## src/rtl/qcldpc_pkg.sv

```systemverilog
// Shared constants, state codes and ROM addressing helper for the QC-LDPC encoder.
package qcldpc_pkg;

  localparam int unsigned DEF_NUM_Z         = 3;
  localparam int unsigned DEF_NUM_INFO_BLKS = 20;
  localparam int unsigned DEF_NUM_PAR_BLKS  = 4;
  localparam int unsigned DEF_DP_LAT        = 1;

  localparam int unsigned ROW_LEN    = DEF_NUM_INFO_BLKS + DEF_NUM_PAR_BLKS;
  localparam int unsigned Z_IDX_W    = $clog2(DEF_NUM_Z);
  localparam int unsigned COL_W      = $clog2(DEF_NUM_INFO_BLKS);
  localparam int unsigned PAR_W      = $clog2(DEF_NUM_PAR_BLKS);
  localparam int unsigned ROM_ADDR_W = $clog2(DEF_NUM_Z * ROW_LEN);
  localparam int unsigned LAT_W      = 3;

  typedef logic [2:0] state_t;

  localparam state_t S_IDLE   = 3'd0;
  localparam state_t S_CLEAR  = 3'd1;
  localparam state_t S_STREAM = 3'd2;
  localparam state_t S_DRAIN  = 3'd3;
  localparam state_t S_PARITY = 3'd4;
  localparam state_t S_OUTPUT = 3'd5;

  // First shift-ROM row of the bank belonging to lifting size z.
  function automatic logic [ROM_ADDR_W-1:0] rom_row_base(input logic [Z_IDX_W-1:0] z);
    return ROM_ADDR_W'(z) * ROM_ADDR_W'(ROW_LEN);
  endfunction

endpackage

```

## src/rtl/qcldpc_encode_sequencer_onehot_to_idx.sv

```systemverilog
// One-hot to binary index converter with a one-hot validity flag.
module onehot_to_idx #(
  parameter int unsigned N = 3
) (
  input  logic [N-1:0]                         onehot,
  output logic [((N > 1) ? $clog2(N) : 1)-1:0] idx,
  output logic                                 valid
);

  localparam int unsigned IW = (N > 1) ? $clog2(N) : 1;

  always_comb begin
    idx = '0;
    for (int i = 0; i < N; i++) begin
      if (onehot[i]) idx = idx | IW'(i);
    end
  end

  assign valid = $onehot(onehot);

endmodule

```

## src/rtl/qcldpc_encode_sequencer.sv

```systemverilog
// Codeword sequencer for the QC-LDPC encoder: config latch, column streaming,
// parity resolution scheduling and parity block hand-off.
module qcldpc_encode_sequencer
  import qcldpc_pkg::*;
#(
  parameter int unsigned NUM_Z         = DEF_NUM_Z,
  parameter int unsigned NUM_INFO_BLKS = DEF_NUM_INFO_BLKS,
  parameter int unsigned NUM_PAR_BLKS  = DEF_NUM_PAR_BLKS,
  parameter int unsigned DP_LAT        = DEF_DP_LAT
) (
  input  logic                                                   clk,
  input  logic                                                   rst,
  input  logic                                                   cfg_valid,
  input  logic [NUM_Z-1:0]                                       cfg_z_sel,
  output logic                                                   cfg_ready,
  output logic                                                   cfg_err,
  input  logic                                                   in_valid,
  output logic                                                   in_ready,
  input  logic                                                   abort,
  output logic [$clog2(NUM_Z)-1:0]                               z_idx,
  output logic [$clog2(NUM_Z*(NUM_INFO_BLKS+NUM_PAR_BLKS))-1:0]  rom_addr,
  output logic                                                   col_en,
  output logic                                                   acc_clr,
  output logic                                                   par_en,
  output logic [$clog2(NUM_PAR_BLKS)-1:0]                        par_idx,
  output logic                                                   out_valid,
  input  logic                                                   out_ready,
  output logic                                                   out_last,
  output logic                                                   busy
);

  localparam int unsigned ZW    = $clog2(NUM_Z);
  localparam int unsigned CW    = $clog2(NUM_INFO_BLKS);
  localparam int unsigned PW    = $clog2(NUM_PAR_BLKS);
  localparam int unsigned ROW   = NUM_INFO_BLKS + NUM_PAR_BLKS;
  localparam int unsigned ROM_W = $clog2(NUM_Z * ROW);

  localparam logic [CW-1:0] LAST_COL = CW'(NUM_INFO_BLKS - 1);
  localparam logic [PW-1:0] LAST_PAR = PW'(NUM_PAR_BLKS - 1);

  state_t             state, state_n;
  logic [CW-1:0]      col_cnt, col_n;
  logic [LAT_W-1:0]   lat_cnt, lat_n;
  logic [PW-1:0]      par_cnt, par_n;
  logic [ZW-1:0]      z_n;
  logic               err_n;
  logic               abort_hit;
  logic [ROM_W-1:0]   rom_n;
  logic [ROM_W-1:0]   row_base;
  logic [ZW-1:0]      oh_idx;
  logic               oh_valid;

  onehot_to_idx #(.N(NUM_Z)) u_onehot (
    .onehot (cfg_z_sel),
    .idx    (oh_idx),
    .valid  (oh_valid)
  );

  // Next state and counter updates; abort outranks every handshake.
  always_comb begin
    state_n   = state;
    col_n     = col_cnt;
    lat_n     = lat_cnt;
    par_n     = par_cnt;
    z_n       = z_idx;
    err_n     = 1'b0;
    abort_hit = 1'b0;
    if (abort && (state != S_IDLE)) begin
      state_n   = S_IDLE;
      col_n     = '0;
      lat_n     = '0;
      par_n     = '0;
      abort_hit = 1'b1;
    end else begin
      case (state)
        S_IDLE: begin
          if (cfg_valid) begin
            if (oh_valid) begin
              z_n     = oh_idx;
              state_n = S_CLEAR;
            end else begin
              err_n = 1'b1;
            end
          end
        end
        S_CLEAR: begin
          col_n   = '0;
          state_n = S_STREAM;
        end
        S_STREAM: begin
          if (in_valid) begin
            if (col_cnt == LAST_COL) begin
              col_n   = '0;
              state_n = (DP_LAT == 0) ? S_PARITY : S_DRAIN;
            end else begin
              col_n = col_cnt + CW'(1);
            end
          end
        end
        S_DRAIN: begin
          if ((32'(lat_cnt) + 32'd1) >= DP_LAT) begin
            lat_n   = '0;
            state_n = S_PARITY;
          end else begin
            lat_n = lat_cnt + LAT_W'(1);
          end
        end
        S_PARITY: begin
          if (par_cnt == LAST_PAR) begin
            par_n   = '0;
            state_n = S_OUTPUT;
          end else begin
            par_n = par_cnt + PW'(1);
          end
        end
        S_OUTPUT: begin
          if (out_ready) begin
            if (par_cnt == LAST_PAR) begin
              par_n   = '0;
              state_n = S_IDLE;
            end else begin
              par_n = par_cnt + PW'(1);
            end
          end
        end
        default: state_n = S_IDLE;
      endcase
    end
  end

  // ROM row for the upcoming cycle, so rom_addr lines up with the beat.
  always_comb begin
    row_base = ROM_W'(z_n) * ROM_W'(ROW);
    rom_n    = '0;
    case (state_n)
      S_STREAM: rom_n = row_base + ROM_W'(col_n);
      S_PARITY: rom_n = row_base + ROM_W'(NUM_INFO_BLKS) + ROM_W'(par_n);
      default:  rom_n = '0;
    endcase
  end

  always_ff @(posedge clk or posedge rst) begin
    if (rst) begin
      state     <= S_IDLE;
      col_cnt   <= '0;
      lat_cnt   <= '0;
      par_cnt   <= '0;
      z_idx     <= '0;
      rom_addr  <= '0;
      cfg_ready <= 1'b1;
      cfg_err   <= 1'b0;
      in_ready  <= 1'b0;
      acc_clr   <= 1'b0;
      par_en    <= 1'b0;
      par_idx   <= '0;
      out_valid <= 1'b0;
      out_last  <= 1'b0;
      busy      <= 1'b0;
    end else begin
      state     <= state_n;
      col_cnt   <= col_n;
      lat_cnt   <= lat_n;
      par_cnt   <= par_n;
      z_idx     <= z_n;
      rom_addr  <= rom_n;
      cfg_ready <= (state_n == S_IDLE);
      cfg_err   <= err_n;
      in_ready  <= (state_n == S_STREAM);
      acc_clr   <= (state_n == S_CLEAR) || abort_hit;
      par_en    <= (state_n == S_PARITY);
      par_idx   <= par_n;
      out_valid <= (state_n == S_OUTPUT);
      out_last  <= (state_n == S_OUTPUT) && (par_n == LAST_PAR);
      busy      <= (state_n != S_IDLE);
    end
  end

  // The only combinational input-to-output path: the column beat itself.
  assign col_en = in_valid & in_ready;

endmodule

```

## config.mk

```make
export PLATFORM = sky130hd
export DESIGN_NAME = qcldpc_encode_sequencer
export DESIGN_NICKNAME = d
export VERILOG_FILES = /design/src/rtl/qcldpc_pkg.sv /design/src/rtl/qcldpc_encode_sequencer_onehot_to_idx.sv /design/src/rtl/qcldpc_encode_sequencer.sv
export SDC_FILE = /design/constraint.sdc
export NUM_CORES = 1
export LEC_CHECK = 0
export ABC_CLOCK_PERIOD_IN_PS = 2320
export CAP_MARGIN = 30
export CORE_ASPECT_RATIO = 0.8
export CORE_MARGIN = 4
export CORE_UTILIZATION = 38
export DETAILED_ROUTE_END_ITERATION = 16
export PLACE_DENSITY = 0.72
export SETUP_SLACK_MARGIN = 0.1
export SLEW_MARGIN = 25
export SYNTH_ARGS = -nofsm -noshare
export SYNTH_HDL_FRONTEND = slang
export SYNTH_HIERARCHICAL = 1
export SYNTH_SLANG_ARGS = --single-unit
```

## constraint.sdc

```tcl
create_clock -name clk -period 2.32 [get_ports clk]
set_input_delay 0.58 -clock clk [delete_from_list [all_inputs] [get_ports clk]]
set_output_delay 0.58 -clock clk [all_outputs]
set_load 0.02 [all_outputs]
```

# After elaboration in Yosys (flattened, before gate mapping)
# Cells that the tools add are included.
dict set report word_totals {
  register_bits 30
  latchBits 0
  mem_bits_rw 0
  mem_bits_ro 0
  input_bits 9
  out_inout_bits 20
  elab_cells 80
  mem_count 0
}
dict set report classes {
  n_addsub 9
  n_mul 1
  div 0
  order_cmp 1
  eq_ne 13
  shifts 0
  mux 33
  bitwise 1
  n_reduce_logical 8
}
# op count
set ops {}
lappend ops {{3-bit 2-to-1 mux} 12}
lappend ops {{3-bit one-hot mux with 6 select lines} 1}
lappend ops {{2-bit 2-to-1 mux} 8}
lappend ops {{5-bit 2-to-1 mux} 3}
lappend ops {{7-bit one-hot mux with 2 select lines} 1}
lappend ops {{3-bit equality test, second input constant} 4}
lappend ops {{5-bit one-hot mux with 2 select lines} 1}
lappend ops {{3-bit by 2-bit equality test with 1-bit output, second input constant} 3}
lappend ops {{7-bit by 2-bit adder with 7-bit output} 1}
lappend ops {{7-bit by 5-bit adder with 7-bit output} 1}
lappend ops {{7-bit by 5-bit adder with 7-bit output, second input constant} 1}
lappend ops {{3-bit by 1-bit equality test with 1-bit output, second input constant} 2}
lappend ops {{3-bit logical NOT} 2}
lappend ops {{1-bit 2-to-1 mux} 6}
lappend ops {{3-bit nonzero test} 2}
lappend ops {{5-bit by 1-bit adder with 5-bit output, second input constant} 1}
lappend ops {{5-bit equality test, second input constant} 1}
lappend ops {{3-bit by 1-bit adder with 4-bit output, second input constant} 1}
lappend ops {{2-bit equality test, second input constant} 2}
lappend ops {{4-bit by 1-bit >= comparator with 1-bit output, second input constant} 1}
lappend ops {{2-bit by 2-bit multiplier with 4-bit output, second input constant} 1}
lappend ops {{2-bit one-hot mux with 2 select lines} 1}
lappend ops {{3-bit by 1-bit adder with 3-bit output, second input constant} 1}
lappend ops {{1-bit by 1-bit adder with 2-bit output} 1}
lappend ops {{7 further kinds} 8}

# Logic depth before layout (Yosys ltp)
dict set report depth {
  ltp_word 11
  depth_mapped 12
  mapped_depth_nobuf 12
}

# Cells and area by module
# Netlist, hierarchy kept.
# mod instances cells_per_inst area_per_inst_um2 seq_area_each_um2
set by_module_without_submodules {}
lappend by_module_without_submodules {qcldpc_encode_sequencer 1 160 1672.9 752.0}
lappend by_module_without_submodules {onehot_to_idx 1 4 48.8 0.0}

# Worst setup path after synthesis
# Ideal clock, no wire load.
dict set report synth_path {
  kind {input to register}
  startpoint {input port cfg_z_sel[0]}
  endpoint {register rom_addr[6]}
  setup_time_ns 0.137
  arrival_ns 2.891
  t_required_ns 2.183
  path_slack_ns -0.708
  path_stages 12
  n_path_buf 0
  cell_sequence {fa_1 nor2b_4 nand3_2 mux2_2 ha_1 inv_1 ha_1 a21o_1 nand2_1 o21ai_1 a221oi_1 nor3_1}
}
dict set report synth_via {
  elab_chain_cells 11
  word_cells_on_any_way 18
  classes_between {add/sub (5); mul (1); eq/ne (3); mux (9)}
}
# element line_no
set synth_rtl {}
lappend synth_rtl {{start: declaration} qcldpc_encode_sequencer.sv:14} ;# input logic [NUM_Z-1:0] cfg_z_sel,
lappend synth_rtl {{1-bit by 1-bit adder with 2-bit output (not written as such) *} qcldpc_encode_sequencer_onehot_to_idx.sv:19} ;# assign valid = $onehot(onehot);
lappend synth_rtl {{2-bit by 1-bit adder with 2-bit output (not written as such) *} qcldpc_encode_sequencer_onehot_to_idx.sv:19}
lappend synth_rtl {{2-bit by 1-bit equality test with 1-bit output *} qcldpc_encode_sequencer_onehot_to_idx.sv:19}
lappend synth_rtl {{named net oh_valid} qcldpc_encode_sequencer.sv:51} ;# logic oh_valid;
lappend synth_rtl {{2-bit 2-to-1 mux *} qcldpc_encode_sequencer.sv:78} ;# if (oh_valid) begin
lappend synth_rtl {{2-bit 2-to-1 mux *} qcldpc_encode_sequencer.sv:77} ;# if (cfg_valid) begin
lappend synth_rtl {{2-bit 2-to-1 mux *} qcldpc_encode_sequencer.sv:75} ;# case (state)
lappend synth_rtl {{2-bit 2-to-1 mux *} qcldpc_encode_sequencer.sv:68} ;# if (abort && (state != S_IDLE)) begin
lappend synth_rtl {{2-bit by 2-bit multiplier with 4-bit output *} qcldpc_encode_sequencer.sv:133} ;# row_base = ROM_W'(z_n) * ROM_W'(ROW);
lappend synth_rtl {{named net row_base[3]} qcldpc_encode_sequencer.sv:49} ;# logic [ROM_W-1:0] row_base;
lappend synth_rtl {{7-bit by 5-bit adder with 7-bit output} qcldpc_encode_sequencer.sv:137} ;# S_PARITY: rom_n = row_base + ROM_W'(NUM_INFO_BLKS) + ROM_W'(par_n);
lappend synth_rtl {{7-bit by 2-bit adder with 7-bit output} qcldpc_encode_sequencer.sv:137}
lappend synth_rtl {{7-bit one-hot mux with 2 select lines *} qcldpc_encode_sequencer.sv:135} ;# case (state_n)
lappend synth_rtl {{named net rom_n[6]} qcldpc_encode_sequencer.sv:48} ;# logic [ROM_W-1:0] rom_n;
lappend synth_rtl {{end signal: assignment} qcldpc_encode_sequencer.sv:165} ;# rom_addr <= rom_n;
lappend synth_rtl {{end: declaration} qcldpc_encode_sequencer.sv:21} ;# output logic [$clog2(NUM_Z*(NUM_INFO_BLKS+NUM_PAR_BLKS))-1:0] rom_addr,
# The timed path passes the listed nets; every way through them passes the cells marked *.
# A chain may end at the register's enable or synchronous reset.

# Final worst setup path
dict set report layout_path {
  startpoint {input port cfg_z_sel[2]}
  endpoint {register rom_addr[6]}
}
dict set report layout_via {
  elab_chain_cells 10
  word_cells_on_any_way 18
  classes_between {add/sub (4); mul (1); eq/ne (3); mux (10)}
}
# element line_no
set layout_rtl {}
lappend layout_rtl {{2-bit by 1-bit adder with 2-bit output (not written as such) *} qcldpc_encode_sequencer_onehot_to_idx.sv:19}
lappend layout_rtl {{2-bit by 1-bit equality test with 1-bit output *} qcldpc_encode_sequencer_onehot_to_idx.sv:19}
lappend layout_rtl {{named net oh_valid} qcldpc_encode_sequencer.sv:51}
lappend layout_rtl {{2-bit 2-to-1 mux *} qcldpc_encode_sequencer.sv:78}
lappend layout_rtl {{2-bit 2-to-1 mux *} qcldpc_encode_sequencer.sv:77}
lappend layout_rtl {{2-bit 2-to-1 mux *} qcldpc_encode_sequencer.sv:75}
lappend layout_rtl {{2-bit 2-to-1 mux *} qcldpc_encode_sequencer.sv:68}
lappend layout_rtl {{2-bit by 2-bit multiplier with 4-bit output *} qcldpc_encode_sequencer.sv:133}
lappend layout_rtl {{named net row_base[3]} qcldpc_encode_sequencer.sv:49}
lappend layout_rtl {{7-bit by 5-bit adder with 7-bit output} qcldpc_encode_sequencer.sv:137}
lappend layout_rtl {{7-bit by 2-bit adder with 7-bit output} qcldpc_encode_sequencer.sv:137}
lappend layout_rtl {{7-bit one-hot mux with 2 select lines *} qcldpc_encode_sequencer.sv:135}
lappend layout_rtl {{named net rom_n[6]} qcldpc_encode_sequencer.sv:48}
# Marked as above.

==> flow_summary_export.csv <==
group,metric,value,unit
place,place_congestion,0.849,
logic_synthesis,flop_and_latch_count_out_of_synthesis,30,
clock_tree,clock_sink_count,30,
critical_path,ff2ff_path_depth,14,
critical_path,worstSetupPathType,"input pin to flop",
timing,final_period_minus_worst_setup_slack,2.90,ns
floorplan,initial_core_utilization,0.402,
logic_synthesis,synth_async_sr_flop_share,1.00,
flow_run,cap_violations,0,
final_layout,leading_cell_type_in_the_layout_fill_and_taps_excluded,"buf_4",
floorplan,die_height,68.2,um
global_route,globalRouteMet3Util,0.0566,
global_route,grt_util_met2,0.254,
detailed_routing,totalWireLength,4260,um
detailed_routing,via_count,1455,
logic_synthesis,count_of_distinct_cell_types_in_the_synthesized_netlist,54,
critical_path,cpLargestDelayFamily,"adder cells",
critical_path,arrival,3.07,ns
power_and_ir_drop,power.density_cell_area,795,nW/um2
logic_synthesis,synth_largest_type_area_fraction,0.422,
place,number_of_buffer_cells_added_on_primary_ports,28,
detailed_routing,antenna_left,0,
logic_synthesis,synth.top_cells.by_area,"dfrtp_1, ha_1, nor2_1",
worst_hold_path,worst_hold_path.num_cells,1,
logic_synthesis,synth_edf_count,0,
detailed_routing,drcViolationCount,0,
clock_tree,tritoncts.num_buffers,5,
final_layout,n_antenna_cell,0,
logic_synthesis,yosysSeqAreaShare,0.437,
critical_path,reg2reg_setup_slack,-0.22,ns
final_layout,area.sequential,752,um2
floorplan,die_width,83.3,um
power_and_ir_drop,netSwitchingFraction,0.299,
critical_path,setup.worst_path.start_class,"input pin",
floorplan,die-area,5680,um2
global_route,met1_usage,0.202,
logic_synthesis,netlist.top_cell.by_area,"dfrtp_1",
timing,setup_ws,-0.580,ns
critical_path,path_buf_inv,5,
clock_tree,max_clock_buf_depth,2,
logic_synthesis,netlist_area,1720,um2
power_and_ir_drop,internal_power,1.42,mW
timing,setup-tns-final,-1.57,ns
detailed_routing,avgRoutedWirePerCell,14.9,um
timing,fin_skew,0.00351,ns
final_layout,finalNetCount,249,
critical_path,sort_of_element_at_the_end_of_the_critical_path,"flop",
timing,slew_violations,0,
place,numPlacedInstances,273,
power_and_ir_drop,max-vdd-ir-drop,0.682,mV
run_status,run_status,"finished with violations",
final_layout,final_cell_mix,"buf_4, dfrtp_1, clkdlybuf4s50_1",
detailed_routing,drt-pass1-iter-count,5,
final_layout,finish.cell_count_without_fillers,286,
clock_tree,tritoncts,"done",
detailed_routing,drt-initial-drc-count,90,
floorplan,io_pins,29,
power_and_ir_drop,clock_power_share,0.326,
global_route,grt_remaining_overflow,0,
global_route,globalRoute.busiestLayer,"met2",
critical_path,cp_max_fo,4,
timing,final_min_period_over_clock_period,1.25,
global_route,grt_usage,0.157,
timing,slew_headroom,0.744,
timing,timing_worst_slew_pin_value,0.384,ns
place,detailedPlacementHpwl,3000,um
final_layout,areaGrowthSynthToFinish,48.4,%
logic_synthesis,yosys_warning_count,6,
logic_synthesis,synth_area_per_cell,10.5,um2
clock_tree,htree_num_levels,2,
run_status,failing_checks,"setup timing",
power_and_ir_drop,power_leakage,1.19,nW
global_route,grt_pass1_vias,1457,
global_route,antenna_found_initial,0,
final_layout,area_used_by_multi_input_combinational_logic,1000,um2
clock_tree,insertion_delay,0.28,ns
critical_path,rr_startpoint,"state[0]$_DFF_PP0_",
timing,setup_viol,4,
critical_path,worstPathCellList,"buf_6 > fa_1 > nor2b_4 > nand3_4 > mux2_4 > buf_4 > buf_6 > buf_4 > inv_1 > ha_4 > nor2_1 > nand3_1 > o21ai_0 > nor3b_2 > nor3_2",
critical_path,cp.required,2.49,ns
critical_path,critPathMaxStageDelay,0.54,ns
logic_synthesis,postSynthNetCount,185,
critical_path,cpMaxStageDelayCell,"fa_1",
global_route,grt_start_max_net_pins,31,
timing,fmax,345,MHz
worst_hold_path,min_delay_startpoint,"lat_cnt[2]$_DFFE_PP0P_",
power_and_ir_drop,net-switching-power,0.608,mW
detailed_routing,vias_per_cell,5.09,
floorplan,placeableCoreArea,4280,um2
final_layout,final_layout_size_suffix_gt1_frac,0.341,
clock_tree,ctsRootBufferMaster,"clkbuf_8",
worst_hold_path,hold_path_class,"flop to flop",
power_and_ir_drop,power.total,2.03,mW
timing,finalHoldViolations,0,
timing,setup_repair_after_global_routing_missed_its_margin,"true",
floorplan,num_rows,21,
logic_synthesis,ys_dominant_reg_cell,"dfrtp_1",
final_layout,layout.filler_cells,359,
power_and_ir_drop,power.share.sequential,0.304,
critical_path,r2r_path_end,"rom_addr[6]$_DFF_PP0_",
clock_tree,cts.clk_slew.worst_paths,0.07,ns
worst_hold_path,worstHoldEndpoint,"lat_cnt[2]$_DFFE_PP0P_",
logic_synthesis,synth_cells,164,
global_route,grt_pass1_wl,6930,um
power_and_ir_drop,power.combinational.fraction,0.370,
==> power by group through the flow <==
stage	logic [mW]	registers (mW)	clock network, mW
finish	0.752	0.617	0.662
global route	0.804	0.624	0.703
CTS	0.674	0.617	0.668
detailed placement	0.595	0.625	0
global placement	0.576	0.626	0
floorplan	0.278	0.677	0
==> how the worst max path moves through the flow <==
| stage | slack [ns] | start | end | cells past startpoint |
|---|---|---|---|---|
| 2_1_floorplan | -0.62 | cfg_z_sel[0] | rom_addr[6]$_DFF_PP0_ | 12 |
| 3_3_place_gp | -1.05 | cfg_z_sel[0] | rom_addr[6]$_DFF_PP0_ | 13 |
| 3_5_place_dp | -1.19 | cfg_z_sel[0] | rom_addr[6]$_DFF_PP0_ | 13 |
| 4_1_cts | -0.55 | cfg_z_sel[2] | rom_addr[6]$_DFF_PP0_ | 13 |
| 5_1_grt | -0.63 | cfg_z_sel[2] | rom_addr[6]$_DFF_PP0_ | 15 |
| 6_report | -0.58 | cfg_z_sel[2] | rom_addr[6]$_DFF_PP0_ | 15 |
==> cell type report <==
| cell class | count | share of cell area |
|---|---|---|
| sequential | 30 | 0.294 |
| clock buffer | 6 | 0.0323 |
| tap | 57 | 0.0279 |
| inverter | 10 | 0.0157 |
| multi-input combinational | 117 | 0.393 |
| clock inverter | 2 | 0.0235 |
| timing repair buffer | 64 | 0.214 |
==> timing repair <==
item	4_1_cts	5_1_grt
resized for setup	23	10
cloned	0	0
pin swaps	10	8
endpoints found under the setup margin	13	5
hold buffers	0	0
buffers inserted	3	2
==> Yosys cell counts, drive strengths merged (3+ instances only) <==
cell type  instances
a22oi              5
and2               3
nor2              17
nand4              4
nand2             10
o21ai              6
xor2               3
nor3b              3
nor2b              3
a21oi              7
nand3              8
dfrtp             29
nor3               7
ha                10
buf                6
inv               10
==> stage by stage <==
step	utilization	cell area (um2)	hold WS [ns]	setup slack (ns)
floorplan	-	1760	0.492	-0.621
global placement	0.535	2290	0.517	-1.05
detailed placement	0.535	2290	0.540	-1.19
CTS	0.582	2490	0.560	-0.546
global route	0.597	2550	0.600	-0.631
finish	0.597	2550	0.551	-0.580
==> registers in the layout, summed over array words and instances, names as in the netlist <==
register / count
cfg_ready: 1
z_idx: 2
busy: 1
in_ready: 1
lat_cnt: 3
par_en: 1
rom_addr: 7
col_cnt: 5
cfg_err: 1
acc_clr: 1
state: 3
out_last: 1
par_cnt: 2
out_valid: 1
==> layer usage <==
| metal | part of all wire | up-vias | wire length [um] |
|---|---|---|---|
| met1 | 0.47 | 699 | 2000 |
| met4 | 0.0047 | 0 | 20 |
| met5 | 0 | - | 0 |
| met2 | 0.46 | 46 | 1970 |
| met3 | 0.063 | 4 | 268 |
| li1 | - | 706 | - |
==> kinds of logic after synthesis <==
family                   after synthesis  share of synthesized area
buffers and inverters                 17                     0.0523
AND/OR/NAND/NOR                       66                      0.233
multiplexers                           4                     0.0247
AO/OA/AOI/OAI                         30                      0.132
adder cells (fa/ha/maj)               12                     0.0959
flip-flops                            30                      0.437
XOR/XNOR                               5                     0.0254
Note: power is estimated with default switching activity, not from simulation.
